$ cat config.mk
export PLATFORM = sky130hd
export DESIGN_NAME = ist_leaf_scheduler_flat
export DESIGN_NICKNAME = d
export VERILOG_FILES = /design/src/rtl/ist_leaf_scheduler_if.sv /design/src/rtl/ist_leaf_scheduler.sv /design/src/flat_wrapper.sv
export SDC_FILE = /design/constraint.sdc
export NUM_CORES = 2
export LEC_CHECK = 0
export ABC_AREA = 1
export CORE_AREA = 2 2 611 613
export DETAILED_ROUTE_END_ITERATION = 10
export DIE_AREA = 0 0 613 615
export GPL_ROUTABILITY_DRIVEN = 0
export MAX_ROUTING_LAYER = met4
export PLACE_DENSITY = 0.38
export SKIP_LAST_GASP = 1
export SLEW_MARGIN = 20
export SYNTH_ARGS = -nofsm -noshare
export SYNTH_HDL_FRONTEND = slang
export SYNTH_SLANG_ARGS = --single-unit
export TNS_END_PERCENT = 5
$ cat constraint.sdc
create_clock -name clk -period 1.5 [get_ports clk]
set_input_delay 0.225 -clock clk [delete_from_list [all_inputs] [get_ports clk]]
set_output_delay 0.225 -clock clk [all_outputs]
set_load 0.01 [all_outputs]
$ cat src/rtl/ist_leaf_scheduler_if.sv
// Request/response bundle between the traversal controller and the
// leaf scheduler: ray + leaf range in, closest hit out.
//
// master: traversal controller side (drives req_*, resp_ready)
// slave : scheduler side (drives req_ready, resp_*)
interface ist_leaf_scheduler_if #(
    parameter int IDX_W = 16
);
    logic             req_valid;
    logic             req_ready;
    logic [95:0]      req_origin;
    logic [95:0]      req_dir;
    logic [31:0]      req_tmax;
    logic [IDX_W-1:0] req_first;
    logic [IDX_W-1:0] req_count;

    logic             resp_valid;
    logic             resp_ready;
    logic             resp_hit;
    logic [IDX_W-1:0] resp_idx;
    logic [31:0]      resp_t;
    logic [31:0]      resp_u;
    logic [31:0]      resp_v;

    modport master (
        output req_valid, req_origin, req_dir, req_tmax,
        output req_first, req_count, resp_ready,
        input  req_ready, resp_valid, resp_hit,
        input  resp_idx, resp_t, resp_u, resp_v
    );

    modport slave (
        input  req_valid, req_origin, req_dir, req_tmax,
        input  req_first, req_count, resp_ready,
        output req_ready, resp_valid, resp_hit,
        output resp_idx, resp_t, resp_u, resp_v
    );
endinterface

$ cat src/rtl/ist_leaf_scheduler.sv
// Leaf scheduler: walks a contiguous triangle range through one ist unit,
// shrinking tmax on every hit, and returns the closest hit.
//
// Ports: clk, reset (sync, active-high); bus (req/resp handshake, slave);
//   tri_ren/tri_raddr/tri_rdata: triangle RAM read port (fixed latency);
//   ist_valid + ist_* operands out, ist_done/intersected/t/u/v in.
module ist_leaf_scheduler #(
    parameter int IDX_W       = 16,
    parameter int MEM_LATENCY = 2
) (
    input  logic             clk,
    input  logic             reset,
    ist_leaf_scheduler_if.slave bus,
    output logic             tri_ren,
    output logic [IDX_W-1:0] tri_raddr,
    input  logic [479:0]     tri_rdata,
    output logic             ist_valid,
    output logic [31:0]      ist_origin_x,
    output logic [31:0]      ist_origin_y,
    output logic [31:0]      ist_origin_z,
    output logic [31:0]      ist_dir_x,
    output logic [31:0]      ist_dir_y,
    output logic [31:0]      ist_dir_z,
    output logic [31:0]      ist_tmax,
    output logic [31:0]      ist_p0_x,
    output logic [31:0]      ist_p0_y,
    output logic [31:0]      ist_p0_z,
    output logic [31:0]      ist_e1_x,
    output logic [31:0]      ist_e1_y,
    output logic [31:0]      ist_e1_z,
    output logic [31:0]      ist_e2_x,
    output logic [31:0]      ist_e2_y,
    output logic [31:0]      ist_e2_z,
    output logic [31:0]      ist_n_x,
    output logic [31:0]      ist_n_y,
    output logic [31:0]      ist_n_z,
    input  logic             ist_done,
    input  logic             ist_intersected,
    input  logic [31:0]      ist_t,
    input  logic [31:0]      ist_u,
    input  logic [31:0]      ist_v
);

    localparam int LW = (MEM_LATENCY > 1) ? $clog2(MEM_LATENCY) : 1;

    typedef enum logic [2:0] {
        S_IDLE,
        S_FETCH,
        S_WAIT_MEM,
        S_ISSUE,
        S_WAIT_IST,
        S_RESP
    } state_t;

    state_t state, state_n;

    logic [95:0]      origin_q;
    logic [95:0]      dir_q;
    logic [31:0]      tmax_q;
    logic [479:0]     tri_q;
    logic [IDX_W-1:0] idx_q;
    logic [IDX_W-1:0] remaining_q;
    logic [LW-1:0]    lat_q;
    logic             hit_q;
    logic [IDX_W-1:0] best_idx_q;
    logic [31:0]      best_t_q;
    logic [31:0]      best_u_q;
    logic [31:0]      best_v_q;

    logic req_ready_c;
    logic resp_valid_c;
    logic accept;
    logic ist_fin;

    assign accept  = (state == S_IDLE) && bus.req_valid;
    assign ist_fin = (state == S_WAIT_IST) && ist_done;

    always_ff @(posedge clk) begin
        if (reset) begin
            state <= S_IDLE;
        end else begin
            state <= state_n;
        end
    end

    always_comb begin
        state_n      = state;
        req_ready_c  = 1'b0;
        resp_valid_c = 1'b0;
        tri_ren      = 1'b0;
        ist_valid    = 1'b0;
        unique case (state)
            S_IDLE: begin
                req_ready_c = 1'b1;
                if (bus.req_valid) begin
                    if (bus.req_count == '0) begin
                        state_n = S_RESP;
                    end else begin
                        state_n = S_FETCH;
                    end
                end
            end
            S_FETCH: begin
                tri_ren = 1'b1;
                state_n = S_WAIT_MEM;
            end
            S_WAIT_MEM: begin
                if (lat_q == '0) begin
                    state_n = S_ISSUE;
                end
            end
            S_ISSUE: begin
                ist_valid = 1'b1;
                state_n   = S_WAIT_IST;
            end
            S_WAIT_IST: begin
                if (ist_done) begin
                    // remaining is nonzero here, so 1 means this was the last
                    if (remaining_q == IDX_W'(1)) begin
                        state_n = S_RESP;
                    end else begin
                        state_n = S_FETCH;
                    end
                end
            end
            S_RESP: begin
                resp_valid_c = 1'b1;
                if (bus.resp_ready) begin
                    state_n = S_IDLE;
                end
            end
            default: state_n = S_IDLE;
        endcase
    end

    always_ff @(posedge clk) begin
        if (reset) begin
            origin_q    <= '0;
            dir_q       <= '0;
            tmax_q      <= '0;
            tri_q       <= '0;
            idx_q       <= '0;
            remaining_q <= '0;
            lat_q       <= '0;
            hit_q       <= 1'b0;
            best_idx_q  <= '0;
            best_t_q    <= '0;
            best_u_q    <= '0;
            best_v_q    <= '0;
        end else begin
            if (accept) begin
                origin_q    <= bus.req_origin;
                dir_q       <= bus.req_dir;
                tmax_q      <= bus.req_tmax;
                idx_q       <= bus.req_first;
                remaining_q <= bus.req_count;
                hit_q       <= 1'b0;
                best_idx_q  <= '0;
                best_t_q    <= '0;
                best_u_q    <= '0;
                best_v_q    <= '0;
            end
            if (state == S_FETCH) begin
                lat_q <= LW'(MEM_LATENCY - 1);
            end
            // Capture lands exactly MEM_LATENCY cycles after FETCH
            if (state == S_WAIT_MEM) begin
                if (lat_q == '0) begin
                    tri_q <= tri_rdata;
                end else begin
                    lat_q <= lat_q - LW'(1);
                end
            end
            if (ist_fin) begin
                // ist tests t < tmax, so equal-t later triangles never win
                if (ist_intersected) begin
                    tmax_q     <= ist_t;
                    best_t_q   <= ist_t;
                    best_u_q   <= ist_u;
                    best_v_q   <= ist_v;
                    best_idx_q <= idx_q;
                    hit_q      <= 1'b1;
                end
                idx_q       <= idx_q + IDX_W'(1);
                remaining_q <= remaining_q - IDX_W'(1);
            end
        end
    end

    assign bus.req_ready  = req_ready_c;
    assign bus.resp_valid = resp_valid_c;
    assign bus.resp_hit   = hit_q;
    assign bus.resp_idx   = best_idx_q;
    assign bus.resp_t     = best_t_q;
    assign bus.resp_u     = best_u_q;
    assign bus.resp_v     = best_v_q;

    assign tri_raddr = idx_q;

    assign ist_origin_x = origin_q[31:0];
    assign ist_origin_y = origin_q[63:32];
    assign ist_origin_z = origin_q[95:64];
    assign ist_dir_x    = dir_q[31:0];
    assign ist_dir_y    = dir_q[63:32];
    assign ist_dir_z    = dir_q[95:64];
    assign ist_tmax     = tmax_q;

    assign ist_p0_x = tri_q[0*32 +: 32];
    assign ist_p0_y = tri_q[1*32 +: 32];
    assign ist_p0_z = tri_q[2*32 +: 32];
    assign ist_e1_x = tri_q[3*32 +: 32];
    assign ist_e1_y = tri_q[4*32 +: 32];
    assign ist_e1_z = tri_q[5*32 +: 32];
    assign ist_e2_x = tri_q[6*32 +: 32];
    assign ist_e2_y = tri_q[7*32 +: 32];
    assign ist_e2_z = tri_q[8*32 +: 32];
    assign ist_n_x  = tri_q[9*32 +: 32];
    assign ist_n_y  = tri_q[10*32 +: 32];
    assign ist_n_z  = tri_q[11*32 +: 32];

endmodule

$ cat src/flat_wrapper.sv
// flat-port wrapper written by rule: the top's interface ports become plain ports
module ist_leaf_scheduler_flat 
#(
    parameter int IDX_W       = 16,
    parameter int MEM_LATENCY = 2
)
  (clk, reset, tri_ren, tri_raddr, tri_rdata, ist_valid, ist_origin_x, ist_origin_y, ist_origin_z, ist_dir_x, ist_dir_y, ist_dir_z, ist_tmax, ist_p0_x, ist_p0_y, ist_p0_z, ist_e1_x, ist_e1_y, ist_e1_z, ist_e2_x, ist_e2_y, ist_e2_z, ist_n_x, ist_n_y, ist_n_z, ist_done, ist_intersected, ist_t, ist_u, ist_v, bus_req_valid, bus_req_origin, bus_req_dir, bus_req_tmax, bus_req_first, bus_req_count, bus_resp_ready, bus_req_ready, bus_resp_valid, bus_resp_hit, bus_resp_idx, bus_resp_t, bus_resp_u, bus_resp_v);
  ist_leaf_scheduler_if #(.IDX_W(IDX_W)) bus_i ();
  input  logic clk;
  input  logic reset;
  output logic tri_ren;
  output logic [IDX_W-1:0] tri_raddr;
  input  logic [479:0] tri_rdata;
  output logic ist_valid;
  output logic [31:0] ist_origin_x;
  output logic [31:0] ist_origin_y;
  output logic [31:0] ist_origin_z;
  output logic [31:0] ist_dir_x;
  output logic [31:0] ist_dir_y;
  output logic [31:0] ist_dir_z;
  output logic [31:0] ist_tmax;
  output logic [31:0] ist_p0_x;
  output logic [31:0] ist_p0_y;
  output logic [31:0] ist_p0_z;
  output logic [31:0] ist_e1_x;
  output logic [31:0] ist_e1_y;
  output logic [31:0] ist_e1_z;
  output logic [31:0] ist_e2_x;
  output logic [31:0] ist_e2_y;
  output logic [31:0] ist_e2_z;
  output logic [31:0] ist_n_x;
  output logic [31:0] ist_n_y;
  output logic [31:0] ist_n_z;
  input  logic ist_done;
  input  logic ist_intersected;
  input  logic [31:0] ist_t;
  input  logic [31:0] ist_u;
  input  logic [31:0] ist_v;
  input wire logic [$bits(bus_i.req_valid)-1:0] bus_req_valid;
  input wire logic [$bits(bus_i.req_origin)-1:0] bus_req_origin;
  input wire logic [$bits(bus_i.req_dir)-1:0] bus_req_dir;
  input wire logic [$bits(bus_i.req_tmax)-1:0] bus_req_tmax;
  input wire logic [$bits(bus_i.req_first)-1:0] bus_req_first;
  input wire logic [$bits(bus_i.req_count)-1:0] bus_req_count;
  input wire logic [$bits(bus_i.resp_ready)-1:0] bus_resp_ready;
  output wire logic [$bits(bus_i.req_ready)-1:0] bus_req_ready;
  output wire logic [$bits(bus_i.resp_valid)-1:0] bus_resp_valid;
  output wire logic [$bits(bus_i.resp_hit)-1:0] bus_resp_hit;
  output wire logic [$bits(bus_i.resp_idx)-1:0] bus_resp_idx;
  output wire logic [$bits(bus_i.resp_t)-1:0] bus_resp_t;
  output wire logic [$bits(bus_i.resp_u)-1:0] bus_resp_u;
  output wire logic [$bits(bus_i.resp_v)-1:0] bus_resp_v;
  assign bus_i.req_valid = bus_req_valid;
  assign bus_i.req_origin = bus_req_origin;
  assign bus_i.req_dir = bus_req_dir;
  assign bus_i.req_tmax = bus_req_tmax;
  assign bus_i.req_first = bus_req_first;
  assign bus_i.req_count = bus_req_count;
  assign bus_i.resp_ready = bus_resp_ready;
  assign bus_req_ready = bus_i.req_ready;
  assign bus_resp_valid = bus_i.resp_valid;
  assign bus_resp_hit = bus_i.resp_hit;
  assign bus_resp_idx = bus_i.resp_idx;
  assign bus_resp_t = bus_i.resp_t;
  assign bus_resp_u = bus_i.resp_u;
  assign bus_resp_v = bus_i.resp_v;
  ist_leaf_scheduler #(.IDX_W(IDX_W), .MEM_LATENCY(MEM_LATENCY)) u_core (.clk(clk), .reset(reset), .bus(bus_i), .tri_ren(tri_ren), .tri_raddr(tri_raddr), .tri_rdata(tri_rdata), .ist_valid(ist_valid), .ist_origin_x(ist_origin_x), .ist_origin_y(ist_origin_y), .ist_origin_z(ist_origin_z), .ist_dir_x(ist_dir_x), .ist_dir_y(ist_dir_y), .ist_dir_z(ist_dir_z), .ist_tmax(ist_tmax), .ist_p0_x(ist_p0_x), .ist_p0_y(ist_p0_y), .ist_p0_z(ist_p0_z), .ist_e1_x(ist_e1_x), .ist_e1_y(ist_e1_y), .ist_e1_z(ist_e1_z), .ist_e2_x(ist_e2_x), .ist_e2_y(ist_e2_y), .ist_e2_z(ist_e2_z), .ist_n_x(ist_n_x), .ist_n_y(ist_n_y), .ist_n_z(ist_n_z), .ist_done(ist_done), .ist_intersected(ist_intersected), .ist_t(ist_t), .ist_u(ist_u), .ist_v(ist_v));
endmodule
==> qor.yml <==
avgSynthCellArea_um2: 7.84
placed_cells: 10000
area_growth_pct: 113
vias: 33600
cp-start-kind: "register"
hp-class: "input pin to register"
cp_data_arrival_time_ps: 1820
crit_type: "register to output port"
p_leak_nw: 21.5
final_cell_mix: "clkdlybuf4s50_1, o21ai_0, dfxtp_1, a21oi_1, nor2_1"
relSlewSlack_pct: 62.8
synth-edff-count: 0
outcome: "complete, but fails checks"
worst_r2r_startpoint: "u_core.state[0]"
seqPwrFrac_pct: 34.4
seq_area_frac_synth_pct: 54.5
end_kind: "output port"
async_flop_share_pct: 0
cts_tree: "built"
yosysWarningCount: 0
drtIter0Drc: 1799
finalSetupTns_ps: -462720
maxClockFrequency_mhz: 489
fill_cells: 41900
fin_skew_ps: 98.0
die-area_mm2: 0.377
critPathSlowestCell: "clkdlybuf4s50_1"
drc: 0
startpoint: "u_core.tri_q[12]"
ys_ff_latch: 757
failed_checks: "negative setup slack"
intPower_mw: 47.9
worst-path-buf-inv: 1
powerDensity_mw_per_mm2: 1200
post_dp_cell_area_mm2: 0.0507
critPathTopFamily: "buffers and inverters"
hold_slack_ps: 76.5
ant_nets: 0
grt-ovfl-total: 0
min_from: "bus_req_dir[73]"
synth.distinct_cells: 30
finalNetCount: 6420
wl_per_cell_um: 25.2
final_cells: 10700
numCtsBuffers: 108
drtPass1Iterations: 5
combPwrFrac_pct: 29.4
core-area_mm2: 0.371
clkSlewWorstSetupHoldPaths_ps: 60
fin_crit_ps: 2050
worst_path_largest_cell_delay_ps: 580
h-tree-depth: 3
wl_mm: 271
setup_violations: 1482
netSwitchingPower_mw: 23.3
die_x_um: 613
worst_slew_pin_slew_ps: 552
io-pin-count: 1579
crit_path_max_fanout: 2
numClockSinks: 757
crit_chain: "clkdlybuf4s50_1"
grt_pass1_vias: 33000
rsz0062_at_grt: "yes"
ys.flop_type: "dfxtp_1"
clock_power_share_pct: 36.2
cts_root_buf: "clkbuf_16"
crit_required_ps: 1270
antenna_found_initial: 270
synth_cells: 3548
syn-num-nets: 4389
clkLatencyLatePin_ps: 840
vias_per_cell: 3.13
die_height_um: 615
grt_start_max_net_pins: 65
grt_pass1_wl_mm: 337
drive_gt1_share_pct: 16.7
vdd.ir_drop.worst_v: 0.000854
layout_commonest_cell: "clkdlybuf4s50_1"
final_max_slew_viol_count: 0
worst_slack_ps: -546
final_area_mm2: 0.0593
period_share_pct: 136
numPortBuffers: 1482
grt_use_total_pct: 14.0
fp-row-count: 224
swShare_pct: 32.7
cts.path.max_buffers: 4
start_util_pct: 7.50
drv_cap: 0
netlist_area_mm2: 0.0278
dpl.hpwl_mm: 229
hold_viol_final: 0
## state kept, by name (all words and copies together) (netlist names), 3 cells and up
signal	flops
u_core.tri_q	384
u_core.bus.resp_u	32
u_core.bus.resp_idx	16
u_core.dir_q	96
u_core.bus.resp_v	32
u_core.ist_tmax	32
u_core.bus.resp_t	32
u_core.state	3
u_core.origin_q	96
u_core.remaining_q	16
u_core.tri_raddr	16
## routing by layer
metal  track usage (%)  up-vias  routed length (um)
met5                 -        -                   0
met4              3.57        0                8060
met3              4.43      382               19700
met2              25.1     1367              140000
met1              14.6    16000              103000
li1                  -    15800                   -
## metrics by stage
| step | worst slack [ps] | power (mW) | util, % |
|---|---|---|---|
| 2_1_floorplan | 35.7 | 30.3 | - |
| 3_3_place_gp | -633 | 44.2 | 13.7 |
| 3_5_place_dp | -669 | 44.3 | 13.7 |
| 4_1_cts | -681 | 72.3 | 15.7 |
| 5_1_grt | -656 | 74.8 | 16.0 |
| 6_report | -546 | 71.2 | 16.0 |
## final timing paths
path / end / slack, ps / cells after the start
hold / removal: u_core.dir_q[73] / 80 / 3
hold reg to reg: u_core.tri_q[135] / 440 / 2
setup / recovery: ist_p0_x[12] / -550 / 1
setup reg to reg: u_core.tri_q[216] / -490 / 9
## cell families after synthesis
logic type      count (synthesis)  synth area share, %
compound gates               1281                 23.4
simple gates                  799                 11.2
flops                         757                 54.5
buf+inv                       703                 10.6
xor+xnor                        5                0.158
fa+ha+maj                       3                0.135
## final cells by class
type                    instances  area (um^2)  share of cell area, %
multi-input cells            2088         9760                   16.5
inverters                     437         1670                   2.82
flip-flops and latches        757        15400                   26.0
repair buffers               2187        22500                   38.0
well taps                    4972         6220                   10.5
clock inverters                31          284                  0.479
diodes                        115          288                  0.485
clock buffers                 162         3160                   5.32
## repair_timing
item | in CTS | in global routing
setup endpoints to repair | 1480 | 1496
pin swaps | 2 | 0
gates cloned | 0 | 10
hold buffers | 368 | 0
resized for setup | 603 | 445
endpoints found under the hold margin | 403 | 0
buffers inserted | 28 | 25
## power groups by stage
stage	sequential [mW]	combinational, mW	clock [mW]
finish	24.5	20.9	25.7
global placement	24.7	19.5	0
global route	24.8	22.5	27.5
floorplan	25.4	4.83	0
CTS	24.4	21.0	26.9
detailed placement	24.7	19.5	0
## synthesized netlist by cell type, drive strengths merged (5+ instances only)
master | n | area [um^2]
inv | 437 | 1640
nand2 | 299 | 1130
a21oi | 527 | 2640
buf | 159 | 903
a31oi | 38 | 238
nand4 | 7 | 43.8
dfxtp | 757 | 15200
nand3 | 44 | 220
xor2 | 5 | 43.8
clkbuf | 107 | 408
o21a | 6 | 45.0
nor2 | 443 | 1680
o21ai | 701 | 3510
(Power assumes the default switching activity.)
